$ cat src/rtl/iq_demodulation_pkg.sv
// iq_pkg: shared types and helpers for the IQ down-converter slice.
//   sample_t   - signed IF/BB sample (5 bits)
//   lo_t       - signed ternary LO value (2 bits, {-1,0,+1}; -2 read as -1)
//   SAMPLE_DIV - default number of clocks per LO phase
//   lo_phase_e - LO sequencer phases, in rotation order
//   saturate() - clamp an integer into a w-bit signed range
package iq_pkg;

  typedef logic signed [4:0] sample_t;
  typedef logic signed [1:0] lo_t;

  localparam int SAMPLE_DIV = 5;

  typedef enum logic [1:0] {
    PH0 = 2'd0,
    PH1 = 2'd1,
    PH2 = 2'd2,
    PH3 = 2'd3
  } lo_phase_e;

  function automatic int saturate(input int x, input int w);
    int hi;
    int lo;
    hi = (1 << (w - 1)) - 1;
    lo = -(1 << (w - 1));
    if (x > hi) return hi;
    if (x < lo) return lo;
    return x;
  endfunction

endpackage

$ cat src/rtl/iq_demodulation_if.sv
// iq_demodulation_if: sample bus between the ADC/LO side and the mixer.
//   I_IF, Q_IF, ADC_rdy   - IF sample pair and its one-cycle valid strobe
//   cosine_in, sine_in    - ternary LO values applied with the sample
//   I_BB, Q_BB, demod_rdy - registered baseband pair and its strobe
// master drives the samples and LO; slave is the mixer.
interface iq_demodulation_if #(
  parameter int WIDTH    = 5,
  parameter int LO_WIDTH = 2
);
  logic signed [WIDTH-1:0]    I_IF;
  logic signed [WIDTH-1:0]    Q_IF;
  logic                       ADC_rdy;
  logic signed [LO_WIDTH-1:0] cosine_in;
  logic signed [LO_WIDTH-1:0] sine_in;
  logic signed [WIDTH-1:0]    I_BB;
  logic signed [WIDTH-1:0]    Q_BB;
  logic                       demod_rdy;

  modport master (
    output I_IF, Q_IF, ADC_rdy, cosine_in, sine_in,
    input  I_BB, Q_BB, demod_rdy
  );

  modport slave (
    input  I_IF, Q_IF, ADC_rdy, cosine_in, sine_in,
    output I_BB, Q_BB, demod_rdy
  );
endinterface

$ cat src/rtl/iq_demodulation.sv
// iq_demodulation: mixes an IF sample pair with a ternary quadrature LO.
//   I_BB = sat(I_IF*cos + Q_IF*sin)
//   Q_BB = sat(Q_IF*cos - I_IF*sin)
// Ports:
//   clk    - system clock
//   resetn - synchronous active-low reset (outputs and strobe to 0)
//   bus    - slave side of iq_demodulation_if (samples, LO, results)
// One cycle of latency; results hold between ADC_rdy strobes.
module iq_demodulation
  import iq_pkg::*;
#(
  parameter int WIDTH    = 5,
  parameter int LO_WIDTH = 2
) (
  input  logic             clk,
  input  logic             resetn,
  iq_demodulation_if.slave bus
);

  localparam int ACC_W = WIDTH + 2;
  typedef logic signed [ACC_W-1:0] acc_t;
  typedef logic signed [WIDTH-1:0] smp_t;

  // LO is ternary, so the product is a select/negate rather than a multiply.
  // Any negative code (including the unused -2) acts as -1.
  function automatic acc_t lo_mul(input smp_t s, input logic signed [LO_WIDTH-1:0] lo);
    acc_t ext;
    ext = acc_t'(s);
    if (lo == '0) return '0;
    if (lo[LO_WIDTH-1]) return -ext;
    return ext;
  endfunction

  acc_t i_acc;
  acc_t q_acc;
  smp_t i_bb_d, i_bb_q;
  smp_t q_bb_d, q_bb_q;
  logic rdy_d, rdy_q;

  always_comb begin
    i_acc  = lo_mul(bus.I_IF, bus.cosine_in) + lo_mul(bus.Q_IF, bus.sine_in);
    q_acc  = lo_mul(bus.Q_IF, bus.cosine_in) - lo_mul(bus.I_IF, bus.sine_in);
    i_bb_d = i_bb_q;
    q_bb_d = q_bb_q;
    rdy_d  = bus.ADC_rdy;
    if (bus.ADC_rdy) begin
      i_bb_d = smp_t'(saturate(int'(i_acc), WIDTH));
      q_bb_d = smp_t'(saturate(int'(q_acc), WIDTH));
    end
  end

  // Output stage: reset wins over a coincident strobe.
  always_ff @(posedge clk) begin
    if (!resetn) begin
      i_bb_q <= '0;
      q_bb_q <= '0;
      rdy_q  <= 1'b0;
    end else begin
      i_bb_q <= i_bb_d;
      q_bb_q <= q_bb_d;
      rdy_q  <= rdy_d;
    end
  end

  assign bus.I_BB      = i_bb_q;
  assign bus.Q_BB      = q_bb_q;
  assign bus.demod_rdy = rdy_q;

endmodule

$ cat src/flat_wrapper.sv
// flat-port wrapper written by rule: the top's interface ports become plain ports
module iq_demodulation_flat import iq_pkg::*;
#(
  parameter int WIDTH    = 5,
  parameter int LO_WIDTH = 2
)
  (clk, resetn, bus_I_IF, bus_Q_IF, bus_ADC_rdy, bus_cosine_in, bus_sine_in, bus_I_BB, bus_Q_BB, bus_demod_rdy);
  iq_demodulation_if #(.WIDTH(WIDTH), .LO_WIDTH(LO_WIDTH)) bus_i ();
  input  logic clk;
  input  logic resetn;
  input wire logic [$bits(bus_i.I_IF)-1:0] bus_I_IF;
  input wire logic [$bits(bus_i.Q_IF)-1:0] bus_Q_IF;
  input wire logic [$bits(bus_i.ADC_rdy)-1:0] bus_ADC_rdy;
  input wire logic [$bits(bus_i.cosine_in)-1:0] bus_cosine_in;
  input wire logic [$bits(bus_i.sine_in)-1:0] bus_sine_in;
  output wire logic [$bits(bus_i.I_BB)-1:0] bus_I_BB;
  output wire logic [$bits(bus_i.Q_BB)-1:0] bus_Q_BB;
  output wire logic [$bits(bus_i.demod_rdy)-1:0] bus_demod_rdy;
  assign bus_i.I_IF = bus_I_IF;
  assign bus_i.Q_IF = bus_Q_IF;
  assign bus_i.ADC_rdy = bus_ADC_rdy;
  assign bus_i.cosine_in = bus_cosine_in;
  assign bus_i.sine_in = bus_sine_in;
  assign bus_I_BB = bus_i.I_BB;
  assign bus_Q_BB = bus_i.Q_BB;
  assign bus_demod_rdy = bus_i.demod_rdy;
  iq_demodulation #(.WIDTH(WIDTH), .LO_WIDTH(LO_WIDTH)) u_core (.clk(clk), .resetn(resetn), .bus(bus_i));
endmodule
$ cat config.mk
export PLATFORM = sky130hd
export DESIGN_NAME = iq_demodulation_flat
export DESIGN_NICKNAME = d
export VERILOG_FILES = /design/src/rtl/iq_demodulation_pkg.sv /design/src/rtl/iq_demodulation_if.sv /design/src/rtl/iq_demodulation.sv /design/src/flat_wrapper.sv
export SDC_FILE = /design/constraint.sdc
export NUM_CORES = 1
export LEC_CHECK = 0
export CORE_UTILIZATION = 55
export DETAILED_ROUTE_END_ITERATION = 8
export PLACE_DENSITY_LB_ADDON = 0.05
export SYNTH_ARGS = -nofsm -noshare
export SYNTH_HDL_FRONTEND = slang
export SYNTH_SLANG_ARGS = --single-unit
$ cat constraint.sdc
create_clock -name clk -period 5.3 [get_ports clk]
set_clock_uncertainty 0.2 [all_clocks]
set_input_delay 1.06 -clock clk [delete_from_list [all_inputs] [get_ports clk]]
set_output_delay 1.06 -clock clk [all_outputs]
set_load 0.1 [all_outputs]
* Word level (Yosys, flattened, before mapping) *
Cells that the tools add are included.

operators by class
  add/subtract/negate cells = 4
  $lt $le $gt $ge = 4
  multiplexer cells = 38
  reductions and logical operators = 2

operators by type and width
  cell                                                                   count
  7-bit 2-to-1 mux                                                       14
  5-bit 2-to-1 mux                                                       6
  1-bit 2-to-1 mux                                                       16
  7-bit by 5-bit > comparator with 1-bit output (second input constant)  2
  7-bit by 5-bit < comparator with 1-bit output (second input constant)  2
  5-bit negation with 7-bit output                                       2
  4-bit 2-to-1 mux                                                       2
  7-bit adder                                                            1
  7-bit subtractor                                                       1
  2-bit logical NOT                                                      2

word-level totals
  register bits after elaboration = 11

* Logic depth before layout (Yosys ltp) *
  depth in word-level cells = 13
  mapped depth = 13
  depth with buffers taken out = 12

* Worst setup path before layout *
No wires, ideal clock.

  path kind = input-to-reg
  start = input bus_sine_in[0]
  end = register u_core.q_bb_q[0] (netlist: u_core.bus.Q_BB[0])
  setup time = 0.122 ns
  arrival = 3.467 ns
  slack = 1.512 ns
  stages on the path = 10
  path buffers = 1
  cell sequence = nor2b_1 -> clkbuf_1 -> a22oi_1 -> ha_1 -> nor2b_4 -> o31a_2 -> o21a_1 -> o21ai_1 -> o2bb2a_4 -> o31a_2

between the ends
  word-level cells in the longest chain between the ends = 10
  elaborated cells on any way between the ends = 15
  those cells by class = 1 x add/sub; 2 x order compare; 11 x mux; 1 x reduce/logical

ends and longest elaborated chain
  what                                           RTL line                   source
  start, declared                                flat_wrapper.sv:15         input wire logic [$bits(bus_i.sine_in)-1:0] bus_sine_in;
  2-bit logical NOT (*)                          iq_demodulation.sv:29      if (lo == '0) return '0;
  1-bit 2-to-1 mux (*)                           iq_demodulation.sv:29
  7-bit 2-to-1 mux (*)                           iq_demodulation.sv:30      if (lo[LO_WIDTH-1]) return -ext;
  7-bit subtractor (*)                           iq_demodulation.sv:42      q_acc = lo_mul(bus.Q_IF, bus.cosine_in) - lo_mul(bus.I_IF, bus.sine_in);
  7-bit by 5-bit < comparator with 1-bit output  iq_demodulation_pkg.sv:27  if (x < lo) return lo;
  1-bit 2-to-1 mux (2 in series)                 iq_demodulation_pkg.sv:27
  1-bit 2-to-1 mux                               iq_demodulation.sv:46      if (bus.ADC_rdy) begin
  5-bit 2-to-1 mux                               iq_demodulation_pkg.sv:28  return x;
  5-bit 2-to-1 mux (*)                           iq_demodulation_pkg.sv:27
  end signal, assigned                           iq_demodulation.sv:60      q_bb_q <= q_bb_d;
  end, declared                                  iq_demodulation.sv:37      smp_t q_bb_d, q_bb_q;

Every way passes the cells marked *; elsewhere a longest branch is shown, timed or not. The select of a mux whose other input is x is not followed.
A chain may end at the register's enable or synchronous reset.

* Final worst setup path *
  start = input bus_Q_IF[0]
  end = register u_core.i_bb_q[1] (netlist: u_core.bus.I_BB[1])

between the ends
  word-level cells in the longest chain between the ends = 11
  elaborated cells on any way between the ends = 16
  those cells by class = 2 x add/sub; 2 x order compare; 12 x mux

ends and longest elaborated chain
  what                                           RTL line                   source
  start, declared                                flat_wrapper.sv:12         input wire logic [$bits(bus_i.Q_IF)-1:0] bus_Q_IF;
  5-bit negation with 7-bit output               iq_demodulation.sv:30
  7-bit 2-to-1 mux                               iq_demodulation.sv:30
  7-bit 2-to-1 mux (*)                           iq_demodulation.sv:31      return ext;
  7-bit 2-to-1 mux (*)                           iq_demodulation.sv:30
  7-bit adder (*)                                iq_demodulation.sv:41      i_acc = lo_mul(bus.I_IF, bus.cosine_in) + lo_mul(bus.Q_IF, bus.sine_in);
  7-bit by 5-bit < comparator with 1-bit output  iq_demodulation_pkg.sv:27
  1-bit 2-to-1 mux (2 in series)                 iq_demodulation_pkg.sv:27
  1-bit 2-to-1 mux                               iq_demodulation.sv:46
  5-bit 2-to-1 mux                               iq_demodulation_pkg.sv:28
  5-bit 2-to-1 mux (*)                           iq_demodulation_pkg.sv:27
  end signal, assigned                           iq_demodulation.sv:59      i_bb_q <= i_bb_d;
  end, declared                                  iq_demodulation.sv:36      smp_t i_bb_d, i_bb_q;

Marks and branches as above.

==> flow_metrics.env <==
export IMPL_pwr_share_clk_pct=11.6
export IMPL_drc=0
export IMPL_grt_pass1_vias=1518
export IMPL_powerDensity_mw_per_mm2=270
export IMPL_clock_root_buffer="clkbuf_4"
export IMPL_grt_overflow=0
export IMPL_place_area_mm2=0.00187
export IMPL_diodes=0
export IMPL_total_power_uw=510
export IMPL_worstHoldStart="u_core.bus.I_BB[1]"
export IMPL_clockBufferDepth=2
export IMPL_grt_pass1_wl_mm=6.66
export IMPL_slew_headroom_pct=34.8
export IMPL_ys_async_sr_fraction_pct=0
export IMPL_wl_per_cell_um=14.6
export IMPL_nFillCells=245
export IMPL_first_pass_iters=4
export IMPL_postSynthNetCount=244
export IMPL_critPathMaxFanout=6
export IMPL_peakVddDrop_mv=0.241
export IMPL_sw_frac_of_total_pct=51.8
export IMPL_worst_ep_arrival_time_ns=4.32
export IMPL_synth_ff_type="dfxtp_1"
export IMPL_synth_avg_cell_area_um2=7.55
export IMPL_setup_viol=0
export IMPL_vias_per_cell=6.22
export IMPL_numCtsBuffers=3
export IMPL_grt_antenna_before_repair=0
export IMPL_pwr_share_seq_pct=20.2
export IMPL_max_freq_mhz=232
export IMPL_fin_nets=267
export IMPL_dieHeight_um=55.8
export IMPL_cap_violations=0
export IMPL_ys_warn_count=0
export IMPL_htree_levels=1
export IMPL_cts_tree="done"
export IMPL_worstReg2RegEnd="u_core.bus.Q_BB[3]"
export IMPL_io_buffers=27
export IMPL_whs_path_depth=2
export IMPL_whs_ns=0.267
export IMPL_ys_ff_latch=11
export IMPL_synth_edf_count=0
export IMPL_hold_violations=0
export IMPL_gr_usage_met2_pct=46.8
export IMPL_leakagePower_nw=0.778
export IMPL_grt_max_degree=22
export IMPL_io_pins=28
export IMPL_grt_use_total_pct=26.8
export IMPL_area_growth_pct=18.9
export IMPL_hold_end="u_core.bus.I_BB[1]"
export IMPL_die_w_um=55.8
export IMPL_p_comb_share_pct=68.3
export IMPL_busiest_layer="met2"
export IMPL_postLayoutCellArea_mm2=0.00189
export IMPL_synth_seq_area_share_pct=13.8
export IMPL_clock_sinks=11
export IMPL_p_switching_uw=265
export IMPL_syn_inst=211
export IMPL_status="completed"
export IMPL_post_synth_instance_area_mm2=0.00159
export IMPL_cp_required_ns=5.31
export IMPL_core_area_mm2=0.00276
export IMPL_initial_core_util_pct=57.8
export IMPL_fin_crit_sh_pct=81.3
export IMPL_hp_class="flip-flop to flip-flop"
export IMPL_met3_usage_pct=3.02
export IMPL_rsz0062_at_grt="false"
export IMPL_r2r_start="u_core.bus.Q_BB[3]"
export IMPL_crit_path_end_kind="flip-flop"
export IMPL_rows=19
export IMPL_drtIter0Drc=56
export IMPL_ant_nets=0
export IMPL_worstSkewPairLatency_ns=0.28
export IMPL_wl_mm=3.86
export IMPL_min_period_ns=4.31
export IMPL_vias=1641
export IMPL_synth_cell_types=52
export IMPL_hold_buffers=0
export IMPL_tns_ns=0
export IMPL_die_area_mm2=0.00312
export IMPL_r2r_slack_ns=4.38
export IMPL_hpwl_mm=3.20
export IMPL_p_int_uw=246
export IMPL_drv_slew=0
export IMPL_worstSetupPathType="primary input to flip-flop"
export IMPL_grt_util_met1_pct=33.3
export IMPL_path_clk_slew_ns=0.07
export IMPL_drive_above_1_share_pct=8.15
export IMPL_crit_path_start_kind="primary input"
export IMPL_cts_resized=0
export IMPL_cts_repair_timing_setup_buffer_count=0
export IMPL_reg2regPathDepth=1
export IMPL_tightest_slew_ns=0.976
export IMPL_place_gp_congestion=0.822
## metal layers
metal	vias to the layer above	routed length, um
met5	-	0
met3	13	125
met1	761	1700
li1	825	-
met4	0	103
met2	42	1920
## cells in the final DEF, fill, tap and decap left out, drive strengths merged, types with 4 or more instances in the layout
cell	n
a21oi	10
a22o	4
a22oi	4
a31oi	4
clkdlybuf4s50	27
dfxtp	11
ha	14
inv	11
nand2	26
nand2b	6
nand3	5
nor2	16
nor2b	7
o211ai	4
o21a	6
o21ai	15
o22ai	4
o31a	7
xnor2	6
## area by class of cell
class                           count  area [um2]  area share [%]
Clock inverter                      1        5.00           0.264
Timing Repair Buffer               29         285            15.1
Clock buffer                        3        22.5            1.19
Inverter                           11        41.3            2.18
Multi-Input combinational cell    178        1280            67.6
Tap cell                           31        38.8            2.05
Sequential cell                    11         220            11.6
## Yosys cell counts (all sizes together) (3+ instances only)
cell type  instances  share of area [%]
a21oi             10                3.1
a22o               4                2.2
a22oi              4                1.9
a2bb2oi            3                2.4
a31oi              4                1.6
buf                3                1.3
clkbuf             8                2.0
dfxtp             11                 14
ha                14                 11
inv               11                2.6
nand2             26                6.1
nand2b             6                2.4
nand3              5                1.6
nor2              16                3.8
nor2b              7                3.2
o211ai             4                1.9
o21a               6                2.8
o21ai             15                4.7
o22a               3                1.6
o22ai              4                1.6
o31a               7                4.2
o31ai              3                1.4
xnor2              6                3.3
## cell families (layout without fill, tap and decap cells)
logic type                 count (synthesis)  after routing  share of synthesized area [%]
buffers and inverters                     22             44                           5.81
adders and majority gates                 16             16                           13.5
and+or+nand+nor                           73             73                           24.3
muxes                                      2              2                           1.26
DFF                                       11             11                           13.8
AOI/OAI and AO/OA                         79             79                           36.9
xor gates and xnor gates                   8              8                           4.40
## metrics by stage
stage | cells | util, % | setup slack [ns]
after detailed placement | 260 | 67.6 | 0.687
final | 264 | 68.6 | 0.989
after global routing | 264 | 68.6 | 0.694
after CTS | 264 | 68.6 | 0.979
after global placement | 260 | 67.6 | 0.812
after floorplan | 211 | - | 1.51
## state kept, by name, indices dropped and copies added, names as in the netlist
signal / cells
u_core.bus.demod_rdy: 1
u_core.bus.Q_BB: 5
u_core.bus.I_BB: 5
## power by group through the flow
stage	registers, mW	logic, mW	clock network (mW)
2_1_floorplan	0.200	0.173	0
3_3_place_gp	0.104	0.336	0
3_5_place_dp	0.105	0.346	0
4_1_cts	0.103	0.347	0.0610
5_1_grt	0.104	0.377	0.0641
6_report	0.103	0.348	0.0592
## worst max path at each step
stage / from / endpoint / slack, ns / cells after the start
2_1_floorplan: bus_sine_in[0] / u_core.bus.Q_BB[0] / 1.51 / 10
3_3_place_gp: bus_Q_IF[0] / u_core.bus.I_BB[1] / 0.81 / 11
3_5_place_dp: bus_Q_IF[0] / u_core.bus.I_BB[1] / 0.69 / 11
4_1_cts: bus_Q_IF[0] / u_core.bus.I_BB[1] / 0.98 / 11
5_1_grt: bus_I_IF[2] / u_core.bus.I_BB[3] / 0.69 / 12
6_report: bus_Q_IF[0] / u_core.bus.I_BB[1] / 0.99 / 11
## worst max-delay path, cell delays in order
cell and delay, ns:
clkdlybuf4s50_1 0.55, inv_1 0.08, ha_1 0.32, a22o_1 0.28
fa_1 0.47, a21o_1 0.21, a21oi_1 0.34, o21ai_0 0.18
xnor2_1 0.47, o31ai_1 0.20, o21ai_0 0.17
Note: power is estimated with default switching activity, not from simulation.
